<file path="src/rtl/usb_in_packetizer.sv">
// rtl/usb_in_packetizer.sv - byte stream to FX2 stream-IN packetizer with staging register and FWFT FIFO
// Optional PKT_STATS_EN macro enables the pkt_sent / flush_cnt counters.
`timescale 1ns/1ps
module usb_in_packetizer #(
  parameter int DEPTH_LOG2    = 4,
  parameter int MAX_PKT       = 512,
  parameter int FLUSH_TIMEOUT = 1024
) (
  input  logic                  clk,
  input  logic                  reset,
  input  logic [7:0]            s_data,
  input  logic                  s_valid,
  input  logic                  s_last,
  output logic                  s_ready,
  output logic [7:0]            m_data,
  output logic                  m_last,
  output logic                  m_valid,
  input  logic                  m_ready,
  output logic [DEPTH_LOG2:0]   level,
  output logic [15:0]           pkt_sent,
  output logic [7:0]            flush_cnt
);

  localparam int DEPTH = 1 << DEPTH_LOG2;
  localparam int TW    = $clog2(FLUSH_TIMEOUT);

  logic [DEPTH_LOG2:0] wr_ptr_q, wr_ptr_d, rd_ptr_q, rd_ptr_d;
  logic [8:0]          mem_q [DEPTH];
  logic [7:0]          stg_data_q, stg_data_d;
  logic                stg_last_q, stg_last_d;
  logic                stg_valid_q, stg_valid_d;
  logic [15:0]         pkt_cnt_q, pkt_cnt_d;
  logic [TW-1:0]       idle_q, idle_d;

  logic       full, empty, accept, push, pop, pkt_wrap, timeout_hit, new_last;
  logic [8:0] head, push_word;

  assign level   = wr_ptr_q - rd_ptr_q;
  assign full    = (level == (DEPTH_LOG2+1)'(DEPTH));
  assign empty   = (wr_ptr_q == rd_ptr_q);
  // Occupancy is the registered value: a pop in the same cycle never frees room for a push.
  assign s_ready = !reset && (!stg_valid_q || !full);
  assign accept  = s_valid && s_ready;

  assign pkt_wrap    = (pkt_cnt_q == 16'(MAX_PKT-1));
  assign new_last    = s_last || pkt_wrap;
  assign timeout_hit = !accept && stg_valid_q && !stg_last_q && (idle_q == TW'(FLUSH_TIMEOUT-1));
  assign push        = stg_valid_q && !full && (stg_last_q || accept || timeout_hit);
  assign pop         = !empty && m_ready;
  assign push_word   = {stg_last_q || timeout_hit, stg_data_q};

  assign head    = mem_q[rd_ptr_q[DEPTH_LOG2-1:0]];
  assign m_valid = !empty;
  assign m_data  = m_valid ? head[7:0] : 8'h00;
  assign m_last  = m_valid && head[8];

  always_comb begin
    stg_data_d  = stg_data_q;
    stg_last_d  = stg_last_q;
    stg_valid_d = stg_valid_q;
    pkt_cnt_d   = pkt_cnt_q;
    idle_d      = idle_q;
    wr_ptr_d    = push ? wr_ptr_q + 1'b1 : wr_ptr_q;
    rd_ptr_d    = pop  ? rd_ptr_q + 1'b1 : rd_ptr_q;
    if (accept) begin
      stg_data_d  = s_data;
      stg_last_d  = new_last;
      stg_valid_d = 1'b1;
      idle_d      = '0;
      pkt_cnt_d   = new_last ? 16'd0 : pkt_cnt_q + 16'd1;
    end else begin
      // Timeout retro-tags the waiting byte; it then drains like any last byte.
      if (timeout_hit) begin
        stg_last_d = 1'b1;
        idle_d     = '0;
        pkt_cnt_d  = 16'd0;
      end else if (stg_valid_q && !stg_last_q) begin
        idle_d = idle_q + TW'(1);
      end
      if (push) stg_valid_d = 1'b0;
    end
  end

  always_ff @(posedge clk) begin
    if (reset) begin
      wr_ptr_q    <= '0;
      rd_ptr_q    <= '0;
      stg_data_q  <= 8'h00;
      stg_last_q  <= 1'b0;
      stg_valid_q <= 1'b0;
      pkt_cnt_q   <= 16'd0;
      idle_q      <= '0;
    end else begin
      wr_ptr_q    <= wr_ptr_d;
      rd_ptr_q    <= rd_ptr_d;
      stg_data_q  <= stg_data_d;
      stg_last_q  <= stg_last_d;
      stg_valid_q <= stg_valid_d;
      pkt_cnt_q   <= pkt_cnt_d;
      idle_q      <= idle_d;
    end
  end

  always_ff @(posedge clk) begin
    if (push) mem_q[wr_ptr_q[DEPTH_LOG2-1:0]] <= push_word;
  end

`ifdef PKT_STATS_EN
  logic [15:0] pkt_sent_q;
  logic [7:0]  flush_cnt_q;

  always_ff @(posedge clk) begin
    if (reset) begin
      pkt_sent_q  <= 16'd0;
      flush_cnt_q <= 8'd0;
    end else begin
      if (pop && head[8]) pkt_sent_q <= pkt_sent_q + 16'd1;
      if (timeout_hit && flush_cnt_q != 8'hFF) flush_cnt_q <= flush_cnt_q + 8'd1;
    end
  end

  assign pkt_sent  = pkt_sent_q;
  assign flush_cnt = flush_cnt_q;
`else
  assign pkt_sent  = 16'd0;
  assign flush_cnt = 8'd0;
`endif

endmodule
</file>
<file path="config.mk">
export PLATFORM = sky130hd
export DESIGN_NAME = usb_in_packetizer
export DESIGN_NICKNAME = d
export VERILOG_FILES = /design/src/rtl/usb_in_packetizer.sv
export SDC_FILE = /design/constraint.sdc
export NUM_CORES = 1
export LEC_CHECK = 0
export CAP_MARGIN = 10
export CORE_MARGIN = 2
export CORE_UTILIZATION = 55
export CTS_BUF_LIST = sky130_fd_sc_hd__clkbuf_8
export CTS_CLUSTER_DIAMETER = 150
export DETAILED_ROUTE_END_ITERATION = 8
export PLACE_DENSITY_LB_ADDON = 0.12
export SLEW_MARGIN = 5
export SYNTH_ARGS = -nofsm -noshare
export SYNTH_HDL_FRONTEND = slang
export SYNTH_SLANG_ARGS = --single-unit
</file>
<file path="constraint.sdc">
create_clock -name clk -period 5.88 [get_ports clk]
set_input_delay 0.882 -clock clk [delete_from_list [all_inputs] [get_ports clk]]
set_output_delay 0.882 -clock clk [all_outputs]
set_load 0.005 [all_outputs]
</file>
==> impl_summary.md, run 1 <==
Yosys
The post-synthesis register bit count is 194. The largest family of logic cells by synthesized area is multiplexers. Of the synthesized area, sequential elements account for 0.644.

The fraction of the mapped netlist area in compound gates came to 0.0469. sky130_fd_sc_hd__edfxtp_1 is the most common cell in the netlist. The fraction of synthesized cell area taken by the top area cell type is 0.523. The cell area after synthesis is 0.00827 sq mm. For this run, the number of Yosys warnings is 0. In this run, synthesis inferred 144 flip-flops with an integrated enable. The post-synthesis mux area share is 0.125. Counting instances in the post-synthesis netlist gives the leading cell types as sky130_fd_sc_hd__edfxtp_1 (144), sky130_fd_sc_hd__dfxtp_1 (50), sky130_fd_sc_hd__nor2_1 (47).

The per-instance average area after synthesis is 15.1 sq um. The count of distinct cell types in the synthesized netlist is 59. Summed over all instances, the cell type with the most area after synthesis is sky130_fd_sc_hd__edfxtp_1. The xor-xnor portion of the synthesized cell area is 0.0233. In the synthesized netlist the async set-or-reset flop fraction comes to 0. Ranked by total cell area, the synthesized netlist is headed by sky130_fd_sc_hd__edfxtp_1 (52%), sky130_fd_sc_hd__mux4_2 (12%), sky130_fd_sc_hd__dfxtp_1 (12%), sky130_fd_sc_hd__buf_4 (2.2%), sky130_fd_sc_hd__nor2_1 (2.1%). The count of mapped cells out of synthesis is 547.

Of the total synthesized cell area, the portion taken by full adders, half adders and majority gates is 0.0191. The basic-gate share of the synthesized area counting and, or, nand and nor cells is 0.100. The most used flip-flop cell after synthesis is sky130_fd_sc_hd__edfxtp_1.

Worst setup path
The worst-path maximum fanout is 21. The data arrival time at the worst-slack endpoint is 3380 ps. Broken down by cell family, the worst path's largest delay share belongs to multiplexers. The most numerous cell on the critical path is sky130_fd_sc_hd__mux4_2. Data on the critical path is required at its endpoint by 5000 ps.

The cell depth of the worst flop-to-flop path is 10. Traced cell by cell, the critical path runs through buf_4, mux4_2, mux4_2, nor2b_1, clkdlybuf4s50_1. In this run the register-to-register setup slack is 2370 ps. STA classifies the critical path startpoint as a register. The endpoint identified for the worst register-to-register timing path is mem_q[14][2]. Counting buffers and inverters, the worst setup path is 5 cells deep. The largest single stage delay on the critical path is 840 ps. The buffer and inverter count on the worst path is 2. The cell at the slowest stage of the critical path is sky130_fd_sc_hd__dfxtp_2. The type of the worst setup path is register to primary output. The kind of capture point of the worst setup path is a primary output. The capture point of the critical path is m_data[3]. The worst register-to-register path begins at wr_ptr_q[0].

Clock tree
CTS saw 194 sinks. The clock latency on the worst-skew pair is 460 ps. The post-cts hold buffer count is 0. The clock-pin transition on the worst setup and hold timing paths is 80 ps. The clock tree from TritonCTS is built. The clock root buffer master is sky130_fd_sc_hd__clkbuf_8.

The setup fix buffers added after clock tree synthesis is 0. The count of H-tree levels built during CTS is 4. Counting the buffers created by CTS gives 17. After clock tree synthesis, the repair step resized 0 gates.

The worst-case clock buffer depth is 2.

Route
The initial DRC count is 334. The total vias in the final route is 4,449. After detailed routing, the number of remaining DRC violations is 0. Dividing the detail-routed via count by the number of cells gives 5.72. In this run the remaining antenna-violating nets after routing total 0. The routed wire length per instance is 20.6 microns. The final layout contains routed wiring with a total length of 16,000 microns. The first detailed-routing pass ran for 4 iterations.

Pwr
The share of total power dissipated in combinational logic is 0.123. The sequential power share is 0.568. The share of total power dissipated in the clock network is 0.310. The power per unit of standard cell area is 301 mW/mm^2.

The maximum vdd drop is 0.000172 V. The switching component of the power is 0.635 mW. The cell internal power dissipation is 2.09 mW. The switching part of the total power is 0.233. The cell leakage power is 3.00 nW.

Global routing
The remaining global-route overflow is 0. The via count of the first global-routing pass was 4,466. The first global-routing pass estimated 24,800 microns of wire. The met3 global-route usage is 0.0405. The global routing stage identified its most utilized layer as met2. The overall track demand over capacity in global routing is 0.210. The number of antenna violations at the first check in global routing came to 0. The met2 track demand over resource in global routing is 0.345. The maximum number of pins on one net before global-route repair is 37. For met1 alone, demand over resource in global routing was 0.281.

Place
The cell count after placement is 749. The number of buffers added on ports is 28. The post-detailed-placement half-perimeter wirelength is 10,600 microns. The weighted congestion reported at the end of routability-driven placement is 0.814. OpenSTA, run right after detailed placement, puts the worst setup slack at 1970 ps.

Timing
Summed over all failing endpoints, the final setup total negative slack is 0 ps. Setup repair after global routing left no endpoint under its margin. The final critical-path setup slack is 1620 ps. The number of pins exceeding their max-slew limit in the final report came to 0.

The actual transition at the worst max-transition pin is 1060 ps. Clock skew on the completed layout was measured at 12.0 ps. Subtracting the final worst setup slack from the clock period gives 4260 ps. The final number of hold-violating endpoints is 0. The top achievable clock speed is 234 MHz. The relative max-transition margin is 0.292. The final hold slack is 500 ps. Setup violations remaining at the end of the flow were counted as 0.

The final clock period utilization by the worst path is 0.725.

Die
The die is 127 microns wide. The number of rows created at floorplan is 44. The floorplan step defined a core boundary enclosing 0.0146 sq mm.

The die covers 0.0160 sq mm. In this run the count of I/O pins placed on the die edge is 53. For this configuration, the core starts out at a cell density of 0.567. The height of the die is 127 microns.

Min path
The path type of the worst min-delay path is register to register.

Layout
The share of layout cells above drive strength 1 is 0.168. From synthesis to final layout, the design area changed by 9.72%. The final-stage net count is 609. The count of antenna diodes in the layout is 0. The count of cells in the finished layout, fillers not included, comes to 778.

For this run, the share of the core covered by cells in the final layout is 0.622.

Run status
The flow ran to the end, and the final reports show no timing, DRC or antenna violations.

Job
The tool flagged a number of max-cap violations equal to 0.
[sequential cells by signal (all words and copies together), names as in the netlist, named ones only]
register	cells
rd_ptr_q	5
stg_valid_q	1
mem_q	144
idle_q	10
pkt_cnt_q	16
wr_ptr_q	5
stg_data_q	8
stg_last_q	1
[metal layers]
metal,share of wire,vias up
li1,-,2093
met1,0.42,2211
met2,0.50,131
met3,0.065,14
met4,0.0095,0
met5,0,-
[how the worst min path moves through the flow]
stage	cells after the start	end	start	slack, ps
after global placement	2	idle_q[1]	idle_q[1]	470
after global routing	2	idle_q[1]	idle_q[1]	530
after CTS	2	idle_q[1]	idle_q[1]	510
after floorplan	2	idle_q[1]	idle_q[1]	450
final	2	idle_q[1]	idle_q[1]	500
after detailed placement	2	idle_q[1]	idle_q[1]	490
[worst reg2reg max path: cells and delay by family, from the launching register on]
kind	cells	cell delay, ps
AO/OA/AOI/OAI	1	240
XOR/XNOR	1	210
adder cells (fa/ha/maj)	2	590
buffers and inverters	2	200
flip-flops	1	360
AND/OR/NAND/NOR	4	1530
[area by class of cell]
class | count | area (sq um)
clock buffer | 17 | 234
multi-input combinational | 311 | 2700
inverter | 19 | 71.3
clock inverter | 12 | 143
sequential | 194 | 5330
fill | 1089 | 5510
timing repair buffer | 41 | 378
tap | 184 | 230
[power by group through the flow]
stage / Combinational (mW) / Sequential, mW / Clock (mW)
2_1_floorplan: 0.254 / 1.55 / 0
3_3_place_gp: 0.330 / 1.58 / 0
3_5_place_dp: 0.338 / 1.58 / 0
4_1_cts: 0.340 / 1.55 / 0.860
5_1_grt: 0.366 / 1.56 / 0.909
6_report: 0.335 / 1.55 / 0.846
[metrics by stage]
step / area (sq um) / power [mW]
after floorplan: 8360 / 1.80
after global placement: 8700 / 1.91
after detailed placement: 8700 / 1.92
after CTS: 9070 / 2.75
after global routing: 9080 / 2.83
final: 9080 / 2.73
[cells by family (layout without fill, tap and decap cells)]
group	Yosys count	after routing
simple gates	153	153
fa+ha+maj	12	12
xor+xnor	22	22
compound gates	53	53
flops	194	194
buf+inv	65	89
other cells	1	24
mux	47	47
[cell usage in the layout (no fill, tap or decap), types with 11 or more instances in the layout]
| cell type | instances |
|---|---|
| sky130_fd_sc_hd__nor2_1 | 47 |
| sky130_fd_sc_hd__a21oi_1 | 11 |
| sky130_fd_sc_hd__xnor2_1 | 11 |
| sky130_fd_sc_hd__xor2_1 | 11 |
| sky130_fd_sc_hd__ha_1 | 11 |
| sky130_fd_sc_hd__edfxtp_1 | 144 |
| sky130_fd_sc_hd__nor2b_1 | 12 |
| sky130_fd_sc_hd__clkdlybuf4s50_1 | 28 |
| sky130_fd_sc_hd__conb_1 | 24 |
| sky130_fd_sc_hd__nand3_1 | 13 |
| sky130_fd_sc_hd__buf_4 | 13 |
| sky130_fd_sc_hd__clkbuf_8 | 17 |
| sky130_fd_sc_hd__dfxtp_1 | 49 |
| sky130_fd_sc_hd__inv_1 | 20 |
| sky130_fd_sc_hd__nand2_1 | 27 |
| sky130_fd_sc_hd__nand3b_1 | 13 |
| sky130_fd_sc_hd__mux4_2 | 45 |
| sky130_fd_sc_hd__o21ai_0 | 11 |
Note: power is estimated with default switching activity, not from simulation.
==> inputs of run 2 (changes only) <==
- clock period: 5.88 -> 4.1 ns (I/O delays scaled with it)
==> impl_summary.md, run 2 (synthesis results as in run 1) <==
Route
The ratio of routed vias to standard cells is 5.68 (was 5.72). The total vias in the final route is 4,467 (was 4,449). The initial DRC count came to 317 (was 334). The routed wire length per instance is 19.9 microns (was 20.6 microns). The number of nets with antenna violations after routing came to 0 (unchanged). The post-detailed-routing wire length came to 15,700 microns (was 16,000 microns). The detailed-route DRC error count was 0 (unchanged).

The total iterations of the first detailed-routing run came to 4 (unchanged).

Min path
The depth of the worst hold-timing path is 2 (unchanged). The end of the worst hold path was idle_q[1] (unchanged). The path type of the worst min-delay path is register to register (unchanged). The worst hold path startpoint is idle_q[1] (unchanged).

Global routing
The remaining global-route overflow is 0 (unchanged). The maximum number of pins on one net before global-route repair is 37 (unchanged). The met3 global-route usage came to 0.0502 (was 0.0405). The number of antenna violations at the first check in global routing is 0 (unchanged). The first-pass GRT wire length is 24,300 microns (was 24,800 microns).

The met2 track demand over resource in global routing is 0.353 (was 0.345). The overall track demand over capacity in global routing is 0.204 (was 0.210). The met1 track demand over resource in global routing was 0.260 (was 0.281). The via count of the first global-routing pass came to 4,394 (was 4,466). The most congested layer reported by global routing is met2 (unchanged).

Worst setup path
The worst-path maximum fanout is 5 (was 21). Critical Path, Cell by Cell: inv_1, ha_1, inv_1, fa_1, xor2_1, nor3_1, o2111a_1, a21oi_1, clkdlybuf4s50_1 (was buf_4, mux4_2, mux4_2, nor2b_1, clkdlybuf4s50_1). The category of the worst setup path launch point is a register (unchanged). The buffer and inverter count on the worst path is 3 (was 2). The cell depth of the worst flop-to-flop path is 9 (was 10). The most numerous cell on the critical path is sky130_fd_sc_hd__inv_1 (was sky130_fd_sc_hd__mux4_2). The largest stage delay on the critical path is 470 ps (was 840 ps). The cell at the slowest stage of the critical path is sky130_fd_sc_hd__clkdlybuf4s50_1 (was sky130_fd_sc_hd__dfxtp_2).

The data required time of the critical path came to 3480 ps (was 5000 ps). The type of the worst setup path is register to primary output (unchanged). The endpoint of the most critical register-to-register path is mem_q[5][8] (was mem_q[14][2]).

The startpoint of the worst-slack reg-to-reg timing path is wr_ptr_q[0] (unchanged). The gate family responsible for the most delay along the worst path is buffers and inverters (was multiplexers). The kind of capture point of the worst setup path is a primary output (unchanged). The data arrival time at the worst-slack endpoint is 3100 ps (was 3380 ps).

The setup slack of the worst register-to-register path is 790 ps (was 2370 ps).

Pwr
The maximum vdd drop is 0.000207 V (was 0.000172 V). The cell leakage power is 3.05 nW (was 3.00 nW). The power per unit of standard cell area was 429 mW/mm^2 (was 301 mW/mm^2).

Die
The number of rows created at floorplan is 44 (unchanged). The die outline width came to 127 microns (unchanged). The area of the core is 0.0146 sq mm (unchanged). The height of the die was 127 microns (unchanged).

The die footprint is 0.0160 sq mm (unchanged). The I/O pin count came to 53 (unchanged). The initial core utilization came to 0.567 (unchanged).

Timing
The setup violation total in the final timing report is 0 (unchanged). The final number of hold-violating endpoints is 0 (unchanged). For the finished layout, the period the worst path requires is 3720 ps. The setup clock skew after layout is 20.7 ps (was 12.0 ps). Dividing the final minimum period by the clock period gives 0.907. Based on the critical path, the design can be clocked at up to 269 MHz.

The setup TNS is 0 ps (unchanged). The relative max-transition margin is 0.270 (was 0.292). Setup repair after global routing missed its margin: false (unchanged). The actual transition at the worst max-transition pin is 1090 ps (was 1060 ps). The number of pins exceeding their max-slew limit in the final report is 0 (unchanged).

Clock tree
The setup fix buffers added after clock tree synthesis is 0 (unchanged). The clock tree from TritonCTS is built (unchanged). The number of CTS-inserted buffers is 17 (unchanged).

The clock-pin transition on the worst setup and hold timing paths came to 90 ps (was 80 ps). The clock net sink count is 194 (unchanged). The worst-case clock buffer depth is 2 (unchanged). The number of gates resized after CTS is 0 (unchanged). The clock root buffer master is sky130_fd_sc_hd__clkbuf_8 (unchanged).

The count of H-tree levels built during CTS is 4 (unchanged). The clock latency on the worst-skew pair is 460 ps (about the same). The post-cts hold buffer count was 0 (unchanged).

Layout
The final standard cell area without fillers is 0.00915 sq mm (was 0.00908 sq mm). The count of antenna diodes in the layout is 0 (unchanged). The area growth from synthesis to final layout is 10.6% (was 9.72%). Leading cell types in the layout, fill and taps excluded: sky130_fd_sc_hd__edfxtp_1 (144), sky130_fd_sc_hd__dfxtp_1 (49), sky130_fd_sc_hd__nor2_1 (47) (unchanged).

The share of layout cells above drive strength 1 is 0.174 (was 0.168). The final-stage net count is 615 (was 609). The most frequent standard cell in the layout excluding fill and tap cells is sky130_fd_sc_hd__edfxtp_1 (unchanged). The number of flip-flops under the largest register name is 144 (unchanged).

The fill cell instance count of the final layout is 1,043 (was 1,089).

Place
The instance area at placement is 0.00877 sq mm (was 0.00870 sq mm). The post-detailed-placement half-perimeter wirelength is 10,500 microns (was 10,600 microns). The weighted congestion reported at the end of routability-driven placement came to 0.766 (was 0.814). The number of buffers added on ports is 28 (unchanged).

Job
The number of max-cap violations is 0 (unchanged).

Run status
Outcome: finished, final reports clean (unchanged).
-- run 2: cell types whose count changed in the layout (fill, tap and decap cells not counted), sizes merged --
cell    before  now
bufinv       3    2
clkinv       5    4
clkbuf      17   19
buf         13   19
inv         21   24
-- run 2: final cells by class --
cell class	count	area (sq um)	area share
sequential	194	5330	0.582
timing repair buffer	47	448	0.0489
clock buffer	19	262	0.0286
tap	184	230	0.0252
inverter	19	71.3	0.00779
multi-input combinational	311	2690	0.294
clock inverter	13	125	0.0137
-- run 2: how the worst max path moves through the flow --
| stage | slack (ps) | depth (start not counted) | to | from |
|---|---|---|---|---|
| 2_1_floorplan | 1080 | 10 | mem_q[0][0] | wr_ptr_q[0] |
| 3_3_place_gp | 870 | 9 | s_ready | wr_ptr_q[0] |
| 3_5_place_dp | 820 | 9 | mem_q[1][8] | wr_ptr_q[0] |
| 4_1_cts | 320 | 9 | s_ready | wr_ptr_q[0] |
| 5_1_grt | 160 | 9 | s_ready | wr_ptr_q[0] |
| 6_report | 380 | 9 | s_ready | wr_ptr_q[0] |
-- run 2: per-stage QoR --
stage          total power, mW  hold WS, ps  worst slack [ps]   util  instances
2_1_floorplan             2.58          454              1080      -        570
3_3_place_gp              2.77          467               870  0.601        755
3_5_place_dp              2.78          485               823  0.601        755
4_1_cts                   3.96          497               318  0.627        787
5_1_grt                   4.08          522               159  0.627        787
6_report                  3.92          492               383  0.627        787
-- run 2: where the power goes --
part | switching, mW | total, mW | internal (mW)
Combinational | 0.220 | 0.512 | 0.292
Sequential | 0.0667 | 2.21 | 2.15
Clock | 0.632 | 1.20 | 0.566
Total | 0.918 | 3.92 | 3.00
-- run 2: worst reg2reg max path, cell delays in order (launching register included) --
cell and delay (ps):
sky130_fd_sc_hd__dfxtp_1 370, sky130_fd_sc_hd__inv_1 140, sky130_fd_sc_hd__ha_1 180, sky130_fd_sc_hd__inv_1 50, sky130_fd_sc_hd__fa_1 400, sky130_fd_sc_hd__xor2_1 190, sky130_fd_sc_hd__nor3_1 370, sky130_fd_sc_hd__o2111ai_4 290
sky130_fd_sc_hd__o21ai_1 530, sky130_fd_sc_hd__a21o_1 530
-- run 2: per-layer routing --
layer	vias to the layer above	routed length [microns]
met2	104	8070
met4	0	146
li1	2113	-
met5	-	0
met1	2236	6610
met3	14	835
==> inputs of run 3 (changes only) <==
- clock period: 4.1 -> 3.5 ns (I/O delays scaled with it)
==> impl_summary.md, run 3 (synthesis results as in run 1) <==
Die
The die footprint is 0.0160 sq mm (unchanged). The area of the core is 0.0146 sq mm (unchanged). The initial core utilization came to 0.567 (unchanged). The height of the die is 127 microns (unchanged). The I/O pin count is 53 (unchanged). The die outline width is 127 microns (unchanged).

The number of rows created at floorplan is 44 (unchanged).

Place
The weighted congestion reported at the end of routability-driven placement was 0.782 (was 0.766). The cell count after placement was 751 (was 755). The post-detailed-placement half-perimeter wirelength was 10,400 microns (was 10,500 microns). The number of buffers added on ports is 28 (unchanged).

Timing
Setup repair after global routing missed its margin: true (was false). The number of pins exceeding their max-slew limit in the final report is 0 (unchanged). The worst path in the final design needs a cycle of 3370 ps, including I/O delays and setup. The actual transition at the worst max-transition pin is 952 ps (was 1090 ps). The setup TNS is 0 ps (unchanged).

Timing would allow up to 297 MHz. The final number of hold-violating endpoints is 0 (unchanged). Of the available clock period, the critical path in the final layout requires 0.962. The setup clock skew after layout is 11.8 ps (was 20.7 ps). The setup violation total in the final timing report came to 0 (unchanged). The relative max-transition margin came to 0.363 (was 0.270).

Pwr
The cell internal power dissipation came to 3.80 mW (was 3.00 mW). The power per unit of standard cell area came to 528 mW/mm^2 (was 429 mW/mm^2). The switching part of the total power is 0.225 (was 0.234).

The portion of total power attributed to the clock network is 0.340 (was 0.305). The sequential power share is 0.526 (was 0.564). The maximum vdd drop came to 0.000306 V (was 0.000207 V). The switching component of the power came to 1.11 mW (was 0.918 mW). The combinational share of power was 0.134 (was 0.130).

The cell leakage power is 3.10 nW (was 3.05 nW). The total power is 4.90 mW (was 3.92 mW).

Global routing
The first-pass GRT wire length came to 24,700 microns (was 24,300 microns). The remaining global-route overflow is 0 (unchanged). The overall track demand over capacity in global routing was 0.203 (was 0.204). The maximum number of pins on one net before global-route repair is 37 (unchanged). The number of antenna violations at the first check in global routing is 0 (unchanged). The via count of the first global-routing pass is 4,592 (was 4,394).

Worst setup path
The data arrival time at the worst-slack endpoint is 2840 ps (was 3100 ps). The setup slack of the worst register-to-register path is 280 ps (was 790 ps). The endpoint of the most critical register-to-register path was mem_q[12][8] (was mem_q[5][8]).

The type of the worst setup path is register to primary output (unchanged). The category of the worst setup path launch point is a register (unchanged). The kind of capture point of the worst setup path is a primary output (unchanged). The worst-path maximum fanout is 5 (unchanged). The data required time of the critical path came to 2970 ps (was 3480 ps). The cell depth of the worst flop-to-flop path is 10 (was 9). The startpoint of the worst-slack reg-to-reg timing path was wr_ptr_q[0] (unchanged).

Job
The number of max-cap violations came to 0 (unchanged).

Layout
The number of flip-flops under the largest register name came to 144 (unchanged). The share of layout cells above drive strength 1 is 0.193 (was 0.174). The most frequent standard cell in the layout excluding fill and tap cells is sky130_fd_sc_hd__edfxtp_1 (unchanged). The final instance count without filler cells is 789 (was 787). The final-stage net count was 617 (was 615).

The fill cell instance count of the final layout is 1,015 (was 1,043). The total area of sequential cells came to 0.00533 sq mm (about the same). The area taken by multi-input logic gates is 0.00272 sq mm (was 0.00269 sq mm). Leading cell types in the layout, fill and taps excluded: sky130_fd_sc_hd__edfxtp_1 (144), sky130_fd_sc_hd__dfxtp_1 (49), sky130_fd_sc_hd__mux4_2 (45) (was sky130_fd_sc_hd__edfxtp_1 (144), sky130_fd_sc_hd__dfxtp_1 (49), sky130_fd_sc_hd__nor2_1 (47)).

The area growth from synthesis to final layout came to 12.3% (was 10.6%). The count of antenna diodes in the layout is 0 (unchanged).

Clock tree
The clock net sink count came to 194 (unchanged). The clock-pin transition on the worst setup and hold timing paths is 90 ps (about the same). The post-cts hold buffer count is 0 (unchanged).

The count of H-tree levels built during CTS was 4 (unchanged). The number of CTS-inserted buffers was 17 (unchanged). The clock tree from TritonCTS is built (unchanged). The clock latency on the worst-skew pair came to 460 ps (about the same). The clock root buffer master was sky130_fd_sc_hd__clkbuf_8 (unchanged).

The worst-case clock buffer depth is 2 (unchanged).

Min path
The worst hold path startpoint is idle_q[1] (unchanged). The path type of the worst min-delay path is register to register (unchanged). The end of the worst hold path is idle_q[1] (unchanged). The depth of the worst hold-timing path is 2 (unchanged).

Run status
Outcome: finished, final reports clean (unchanged).

Route
The routed wire length per instance is 19.3 microns (was 19.9 microns). The detailed-route DRC error count came to 0 (unchanged). The total vias in the final route is 4,510 (was 4,467). The ratio of routed vias to standard cells is 5.72 (was 5.68). The post-detailed-routing wire length is 15,200 microns (was 15,700 microns).

The number of nets with antenna violations after routing is 0 (unchanged). The initial DRC count is 352 (was 317). The total iterations of the first detailed-routing run is 5 (was 4).
==> run 3: cell types whose count changed in the layout (fill, tap and decap cells not counted), sizes merged <==
cell / delta
bufinv: +4
inv: -3
buf: +2
clkbuf: -2
clkinv: +2
clkinvlp: -1
==> run 3: power groups by stage <==
stage	logic, mW	clock network, mW	registers [mW]
after floorplan	0.427	0	2.60
after global placement	0.609	0	2.63
after detailed placement	0.617	0	2.64
after CTS	0.625	1.71	2.58
after global routing	0.715	1.79	2.59
final	0.659	1.67	2.58
==> run 3: cell type report <==
type	instances	share of cell area
clock buffer	17	0.0252
clock inverter	15	0.0257
inverter	19	0.00768
multi-input combinational	311	0.293
sequential	194	0.574
tap	184	0.0248
timing repair buffer	49	0.0498
==> run 3: worst max path at each step <==
stage,endpoint,startpoint,cells after the start
3_3_place_gp,mem_q[4][6],wr_ptr_q[0],10
3_5_place_dp,mem_q[4][6],wr_ptr_q[0],10
6_report,s_ready,wr_ptr_q[0],9
4_1_cts,m_data[3],register,5
2_1_floorplan,mem_q[0][0],wr_ptr_q[0],10
5_1_grt,s_ready,wr_ptr_q[0],9
==> run 3: repair_timing <==
item / 4_1_cts / 5_1_grt
resized for setup: 3 / 7
pin swaps: 0 / 1
endpoints found under the setup margin: 10 / 33
buffers inserted: 0 / 6
==> run 3: through the flow <==
stage / hold slack [ps] / setup WS [ps] / utilization / cell area [sq um]
floorplan: 454 / 475 / - / 8360
global route: 544 / -62.0 / 0.637 / 9290
global placement: 469 / 284 / 0.599 / 8740
detailed placement: 482 / 187 / 0.599 / 8740
CTS: 496 / 48.6 / 0.632 / 9220
finish: 494 / 132 / 0.637 / 9290
==> run 3: layer usage <==
| layer | track usage | part of all wire | vias to the layer above |
|---|---|---|---|
| li1 | - | - | 2116 |
| met1 | 0.277 | 0.45 | 2267 |
| met2 | 0.334 | 0.50 | 110 |
| met3 | 0.0396 | 0.038 | 17 |
| met4 | 0.0614 | 0.013 | 0 |
| met5 | 0 | 0 | - |
==> run 3: critical path, stage by stage, from the launching register on <==
cell	delay (ps)
sky130_fd_sc_hd__dfxtp_1	370
sky130_fd_sc_hd__inv_1	120
sky130_fd_sc_hd__ha_1	170
sky130_fd_sc_hd__inv_1	50
sky130_fd_sc_hd__fa_1	420
sky130_fd_sc_hd__xor2_2	220
sky130_fd_sc_hd__nor3_4	190
sky130_fd_sc_hd__o2111a_2	300
sky130_fd_sc_hd__a21oi_1	90
sky130_fd_sc_hd__clkdlybuf4s50_1	450
